[src/rtl/pipe_pkg.sv]
// Shared definitions for the pipeline stage register (pipe_stage).
// Optional skid buffer is selected with PIPE_STAGE_SKID_EN.
package pipe_pkg;

    localparam int unsigned PIPE_DEFAULT_WIDTH = 16;

    // Encoding equals the number of held entries, so occupancy is the state itself.
    typedef enum logic [1:0] {
        ST_EMPTY = 2'd0,
        ST_ONE   = 2'd1,
        ST_FULL  = 2'd2
    } pipe_state_e;

endpackage

[src/rtl/pipe_stage_if.sv]
// Valid/ready payload channel between pipeline stages.
// Used unchanged by both builds of pipe_stage (PIPE_STAGE_SKID_EN on or off).
interface pipe_stage_if
    import pipe_pkg::*;
#(
    parameter int unsigned WIDTH = PIPE_DEFAULT_WIDTH
);

    logic             valid;
    logic             ready;
    logic [WIDTH-1:0] data;

    // Producer side of the channel.
    modport master (output valid, output data, input ready);
    // Consumer side of the channel.
    modport slave  (input valid, input data, output ready);

endinterface

[src/rtl/pipe_stage.sv]
// Pipeline boundary register with valid/ready handshake, flush and occupancy.
// PIPE_STAGE_SKID_EN adds a skid entry so in_ready has no path from out_ready.
module pipe_stage
    import pipe_pkg::*;
#(
    parameter int unsigned      WIDTH  = PIPE_DEFAULT_WIDTH,
    parameter logic [WIDTH-1:0] BUBBLE = '0
) (
    input  logic        clk,
    input  logic        rst,
    pipe_stage_if.slave  in_if,
    pipe_stage_if.master out_if,
    input  logic        flush,
    output logic [1:0]  occupancy
);

    pipe_state_e      state_q, state_d;
    logic [WIDTH-1:0] main_q, main_d;
`ifdef PIPE_STAGE_SKID_EN
    logic [WIDTH-1:0] skid_q, skid_d;
`endif
    logic out_valid_c;
    logic in_ready_c;
    logic xfer_in;
    logic xfer_out;

    assign xfer_in  = in_if.valid && in_ready_c;
    assign xfer_out = out_valid_c && out_if.ready;

    // State and payload registers.
    always_ff @(posedge clk or posedge rst) begin
        if (rst) begin
            state_q <= ST_EMPTY;
            main_q  <= BUBBLE;
`ifdef PIPE_STAGE_SKID_EN
            skid_q  <= BUBBLE;
`endif
        end else begin
            state_q <= state_d;
            main_q  <= main_d;
`ifdef PIPE_STAGE_SKID_EN
            skid_q  <= skid_d;
`endif
        end
    end

    // Next state and payload moves; flush overrides every transfer.
    always_comb begin
        state_d = state_q;
        main_d  = main_q;
`ifdef PIPE_STAGE_SKID_EN
        skid_d  = skid_q;
`endif
        if (flush) begin
            state_d = ST_EMPTY;
            main_d  = BUBBLE;
        end else begin
            unique case (state_q)
                ST_EMPTY: begin
                    if (xfer_in) begin
                        state_d = ST_ONE;
                        main_d  = in_if.data;
                    end
                end
                ST_ONE: begin
                    if (xfer_in && xfer_out) begin
                        main_d = in_if.data;
                    end else if (xfer_out) begin
                        state_d = ST_EMPTY;
                        main_d  = BUBBLE;
`ifdef PIPE_STAGE_SKID_EN
                    end else if (xfer_in) begin
                        state_d = ST_FULL;
                        skid_d  = in_if.data;
`endif
                    end
                end
                ST_FULL: begin
`ifdef PIPE_STAGE_SKID_EN
                    if (xfer_out) begin
                        state_d = ST_ONE;
                        main_d  = skid_q;
                    end
`else
                    state_d = ST_EMPTY;
                    main_d  = BUBBLE;
`endif
                end
                default: begin
                    state_d = ST_EMPTY;
                    main_d  = BUBBLE;
                end
            endcase
        end
    end

    // Handshake outputs decoded from the state register.
    always_comb begin
        out_valid_c = (state_q != ST_EMPTY);
`ifdef PIPE_STAGE_SKID_EN
        in_ready_c  = !rst && (state_q != ST_FULL);
`else
        // Pass-through ready: a held entry leaving frees the slot this cycle.
        in_ready_c  = !rst && (!out_valid_c || out_if.ready);
`endif
    end

    assign in_if.ready  = in_ready_c;
    assign out_if.valid = out_valid_c;
    assign out_if.data  = main_q;
    assign occupancy    = 2'(state_q);

endmodule

[src/flat_wrapper.sv]
// flat-port wrapper written by rule: the top's interface ports become plain ports
module pipe_stage_flat import pipe_pkg::*;
#(
    parameter int unsigned      WIDTH  = PIPE_DEFAULT_WIDTH,
    parameter logic [WIDTH-1:0] BUBBLE = '0
)
  (clk, rst, flush, occupancy, in_if_valid, in_if_data, in_if_ready, out_if_valid, out_if_data, out_if_ready);
  pipe_stage_if #(.WIDTH(WIDTH)) in_if_i ();
  pipe_stage_if #(.WIDTH(WIDTH)) out_if_i ();
  input  logic clk;
  input  logic rst;
  input  logic flush;
  output logic [1:0] occupancy;
  input wire logic [$bits(in_if_i.valid)-1:0] in_if_valid;
  input wire logic [$bits(in_if_i.data)-1:0] in_if_data;
  output wire logic [$bits(in_if_i.ready)-1:0] in_if_ready;
  output wire logic [$bits(out_if_i.valid)-1:0] out_if_valid;
  output wire logic [$bits(out_if_i.data)-1:0] out_if_data;
  input wire logic [$bits(out_if_i.ready)-1:0] out_if_ready;
  assign in_if_i.valid = in_if_valid;
  assign in_if_i.data = in_if_data;
  assign in_if_ready = in_if_i.ready;
  assign out_if_valid = out_if_i.valid;
  assign out_if_data = out_if_i.data;
  assign out_if_i.ready = out_if_ready;
  pipe_stage #(.WIDTH(WIDTH), .BUBBLE(BUBBLE)) u_core (.clk(clk), .rst(rst), .in_if(in_if_i), .out_if(out_if_i), .flush(flush), .occupancy(occupancy));
endmodule
[config.mk]
export PLATFORM = sky130hd
export DESIGN_NAME = pipe_stage_flat
export DESIGN_NICKNAME = d
export VERILOG_FILES = /design/src/rtl/pipe_pkg.sv /design/src/rtl/pipe_stage_if.sv /design/src/rtl/pipe_stage.sv /design/src/flat_wrapper.sv
export SDC_FILE = /design/constraint.sdc
export NUM_CORES = 1
export LEC_CHECK = 0
export ABC_AREA = 1
export ABC_CLOCK_PERIOD_IN_PS = 3100
export BUFFER_PORTS_ARGS = -buffer_cell sky130_fd_sc_hd__buf_2
export CAP_MARGIN = 25
export CORE_ASPECT_RATIO = 1.1
export CORE_UTILIZATION = 51
export CTS_BUF_LIST = sky130_fd_sc_hd__clkbuf_8
export CTS_CLUSTER_DIAMETER = 50
export CTS_CLUSTER_SIZE = 20
export DETAILED_ROUTE_END_ITERATION = 6
export PLACE_DENSITY = 0.86
export RECOVER_POWER = 100
export SKIP_CTS_REPAIR_TIMING = 1
export SLEW_MARGIN = 25
export SYNTH_ARGS = -nofsm -noshare
export SYNTH_HDL_FRONTEND = slang
export SYNTH_SLANG_ARGS = --single-unit
[constraint.sdc]
create_clock -name clk -period 3.1 [get_ports clk]
set_input_delay 0.31 -clock clk [delete_from_list [all_inputs] [get_ports clk]]
set_output_delay 0.31 -clock clk [all_outputs]
set_load 0.005 [all_outputs]
# Yosys cells after proc, flatten, opt, wreduce, memory -nomap -nowiden
# Index checks and enable logic that the tools add are counted.
dict set report totals {
  register_bits 18
  in_bits 21
  output_inout_bits 20
  elab_cells 28
}
dict set report classes {
  eq_ne 5
  mux 10
  n_reduce_logical 11
}
# cell count
set ops {}
lappend ops {{16-bit two-way mux} 4}
lappend ops {{16-bit one-hot mux with 2 select lines} 1}
lappend ops {{2-bit two-way mux} 4}
lappend ops {{3-bit by 2-bit != test with 1-bit output (second input constant)} 2}
lappend ops {{1-bit logical AND} 4}
lappend ops {{4-bit by 2-bit != test with 1-bit output (second input constant)} 1}
lappend ops {{2-bit one-hot mux with 2 select lines} 1}
lappend ops {{3-bit != test (second input constant)} 1}
lappend ops {{3-bit AND reduction} 1}
lappend ops {{2-bit by 1-bit equality test with 1-bit output (second input constant)} 1}
lappend ops {{1-bit logical NOT} 2}
lappend ops {{2-bit logical NOT} 1}
lappend ops {{2-bit AND reduction} 1}
lappend ops {{2-bit nonzero test} 1}
lappend ops {{1-bit logical OR} 1}

# Depth between registers and ports, before layout
dict set report depth {
  depth_word 9
  ltp_mapped 7
  depth_no_buf 6
}

# Least setup slack after synthesis
# Ideal clock, no wire load.
dict set report synth_path {
  kind {input to register}
  startpoint {input port rst}
  endpoint {register u_core.main_q[10], in the netlist u_core.out_if.data[10]}
  setup_ns 0.116
  t_arrival_ns 1.350
  t_required_ns 2.984
  path_slack_ns 1.634
  stages 5
  n_path_buf 1
  path_cell_list {inv_1 > nand4_4 > buf_2 > nand3_1 > nand2_1}
}
dict set report synth_between {
  elab_chain_len 7
  word_cells_on_any_way 10
  classes_between {eq/ne: 2; mux: 3; reduce/logical: 5}
}
# item line
set synth_rtl {}
lappend synth_rtl {{from (decl)} flat_wrapper.sv:11} ;# input logic rst;
lappend synth_rtl {{1-bit logical NOT (no source line) *} --}
lappend synth_rtl {{1-bit logical AND *} pipe_stage.sv:104} ;# in_ready_c = !rst && (!out_valid_c || out_if.ready);
lappend synth_rtl {{1-bit logical AND *} pipe_stage.sv:27} ;# assign xfer_in = in_if.valid && in_ready_c;
lappend synth_rtl {{1-bit logical AND} pipe_stage.sv:66} ;# if (xfer_in && xfer_out) begin
lappend synth_rtl {{16-bit two-way mux} pipe_stage.sv:66}
lappend synth_rtl {{16-bit one-hot mux with 2 select lines} pipe_stage.sv:58} ;# unique case (state_q)
lappend synth_rtl {{16-bit two-way mux} pipe_stage.sv:54} ;# if (flush) begin
lappend synth_rtl {{to (signal assigned)} pipe_stage.sv:40} ;# main_q <= main_d;
lappend synth_rtl {{to (decl)} pipe_stage.sv:18} ;# logic [WIDTH-1:0] main_q, main_d;
# Every way passes the cells marked *; elsewhere a longest branch is shown, timed or not.
# A chain may end at the register's enable or synchronous reset.

# Worst setup path in the final report
dict set report layout_path {
  startpoint {input port rst}
  endpoint {register u_core.main_q[8], in the netlist u_core.out_if.data[8]}
}
# The elaborated chain is that of the path after synthesis.

==> results.toml <==
[critical_path]
crit_family = "buffers and inverters"
critPathSlowestCell = "clkbuf_1"
critPathKind = "primary input to flip-flop"
arrival_ps = 2130
crit_chain = "clkbuf_1 -> inv_1 -> clkbuf_1 -> nand4_4 -> nand2_4 -> nand2_1 -> nand2_1"
path_max_fanout = 20
cp_slowest_stage_delay_ps = 830
cp.required_ps = 3290
cp-end-kind = "flip-flop"
cp-start-kind = "primary input"
cp.buffers_inverters = 3

[sta]
tns_ps = 0
min_period_over_period = 0.625
min_period_ps = 1940
fin_hold_ws_ps = 363
tightest_slew_ps = 1140
drv_slew = 0
setup_violations = 0
rsz0062_at_grt = "no"
slew_headroom = 0.240
fin_skew_ps = 2.44
fmax_mhz = 516
final-hold-violation-count = 0
worst_slack_ps = 1160

[final_layout]
final_cells = 173
drive_above_1_share = 0.256
diodes = 0
layout.nets = 178
fill_cells = 150
mostFrequentLayoutCell = "nand2_1"
utilization = 0.688
final_cell_mix = "nand2_1 (49), buf_2 (32), nor2_1 (17), dfrtp_1 (17), nand3_1 (16)"
areaGrowthSynthToFinish_pct = 22.7

[floorplan]
fp.dieH_um = 46.2
initial_utilization = 0.561
rows = 15
io_pins = 41
core_area_um2 = 1610
die_area_um2 = 1950
die_w_um = 42.2

[grt]
grt_max_degree = 21
grt_util_met1 = 0.282
top_usage_layer = "met2"
grt.overflow.total = 0
grt_use_met3 = 0.0588
antenna_found_initial = 0
grt_pass1_wl_um = 3430
grt_use_met2 = 0.425
gr-usage-all-layers = 0.235
grt_pass1_vias = 782

[synthesis]
synth_xor_area_frac = 0
synth_simple_gate_area_frac = 0.407
syn_area_um2 = 906
yosysTopAreaCell = "dfrtp_1"
synth_area_per_cell_um2 = 7.61
synth_top_area_frac = 0.470
synth_top_family_by_area = "simple AND/OR/NAND/NOR gates"
synth_adder_area_share = 0
yosys_warnings = 0
ys_types = 18
seq_area_frac_synth = 0.470
synth_nets = 140
netlist_instances = 119
ys_ff_latch = 17
synthMuxAreaShare = 0
netlist_top_cells_area = "dfrtp_1 (47%), nand2_1 (20%), nand3_1 (8.8%)"
synth_compound_area_frac = 0.0387

[placed_design]
globalplace.congestion = 0.760
place_inst = 169
place_hpwl_um = 1440
io_buffers = 39
dp_worst_setup_slack_ps = 1480

[outcome]
status = "finished, final reports clean"

[clock_tree]
cts.sinks = 17
ctsHtreeMaxLevel = 1
clockRootBuffer = "clkbuf_8"
cts_tree = "done"
clk_latency_ps = 250
cts_buffers = 3
clk_path_buf_depth = 2
clkTransAtPathRegs_ps = 70

[drt]
avgRoutedWirePerCell_um = 11.9
totalWireLength_um = 2050
drt_iter0_drc = 16
vias = 887
final_antenna_net_count = 0
avgViaCountPerCell = 5.13
first_pass_iters = 4
drc = 0

[worst_hold_path]
hold_class = "primary input to flip-flop"

[power_and_ir_drop]
power.leakage_nw = 0.654
ir_drop_mv = 0.459
power_density_nw_per_um2 = 468

[job]
maxCapViolCount = 0
==> report_power, final <==
group | leakage, nW | internal, mW | switching (mW) | total [mW]
sequential | 0.223 | 0.242 | 0.0124 | 0.254
combinational | 0.406 | 0.0395 | 0.0583 | 0.0977
clock | 0.0255 | 0.0892 | 0.0789 | 0.168
total | 0.654 | 0.370 | 0.150 | 0.520
==> worst paths after layout <==
path | from | to | slack, ps | cells after the start
min | in_if_data[3] | u_core.out_if.data[3]$_DFFE_PP0P_ | 360 | 5
min reg2reg | u_core.out_if.data[9]$_DFFE_PP0P_ | u_core.out_if.data[9]$_DFFE_PP0P_ | 510 | 2
max | rst | u_core.out_if.data[8]$_DFFE_PP0P_ | 1160 | 7
min in group asynchronous | rst | u_core.out_if.data[4]$_DFFE_PP0P_ | 400 | 3
max reg2reg | u_core.occupancy[0]$_DFFE_PP0P_ | u_core.out_if.data[8]$_DFFE_PP0P_ | 1490 | 4
max in group asynchronous | rst | u_core.out_if.data[12]$_DFFE_PP0P_ | 2020 | 3
==> through the flow <==
stage          cell area, µm²  power (mW)
2_1_floorplan             906       0.317
3_3_place_gp             1080       0.355
3_5_place_dp             1080       0.359
4_1_cts                  1130       0.523
5_1_grt                  1110       0.545
6_report                 1110       0.520
==> metal layers <==
metal  vias to the layer above  routed length [µm]
met3                         4                 129
met4                         0                  20
li1                        441                   -
met2                        38                1070
met1                       404                 833
met5                         -                   0
==> state kept, by name (all words and copies together), names as in the netlist <==
name                cells
u_core.out_if.data     16
u_core.occupancy        1
==> cells in the mapped netlist, drive strengths merged <==
cell type,instances
nand4,1
buf,6
a21oi,1
o21ai,1
nand2,50
a31oi,1
conb,1
clkinv,1
nor2,17
clkbuf,1
dfrtp,17
nand3,16
and3,1
inv,5
==> worst min-delay path, stage by stage <==
cell     delay (ps)
buf_2            90
nand2_1          50
nor2_1           40
nand2_1          40
nand2_1          40
==> kinds of logic after synthesis <==
group	count (synthesis)
AND/OR/NAND/NOR	85
flip-flops	17
buffers and inverters	13
AO/OA/AOI/OAI	3
other	1
==> final cells by class <==
cell class	count	area (µm²)	share of cell area
Tap cell	17	21.3	0.0191
Clock buffer	3	41.3	0.0372
Timing Repair Buffer	40	190	0.171
Inverter	6	22.5	0.0203
Clock inverter	1	5.00	0.00450
Multi-Input combinational cell	89	405	0.365
Sequential cell	17	425	0.383
No activity file was read; power rests on OpenSTA's default activity.
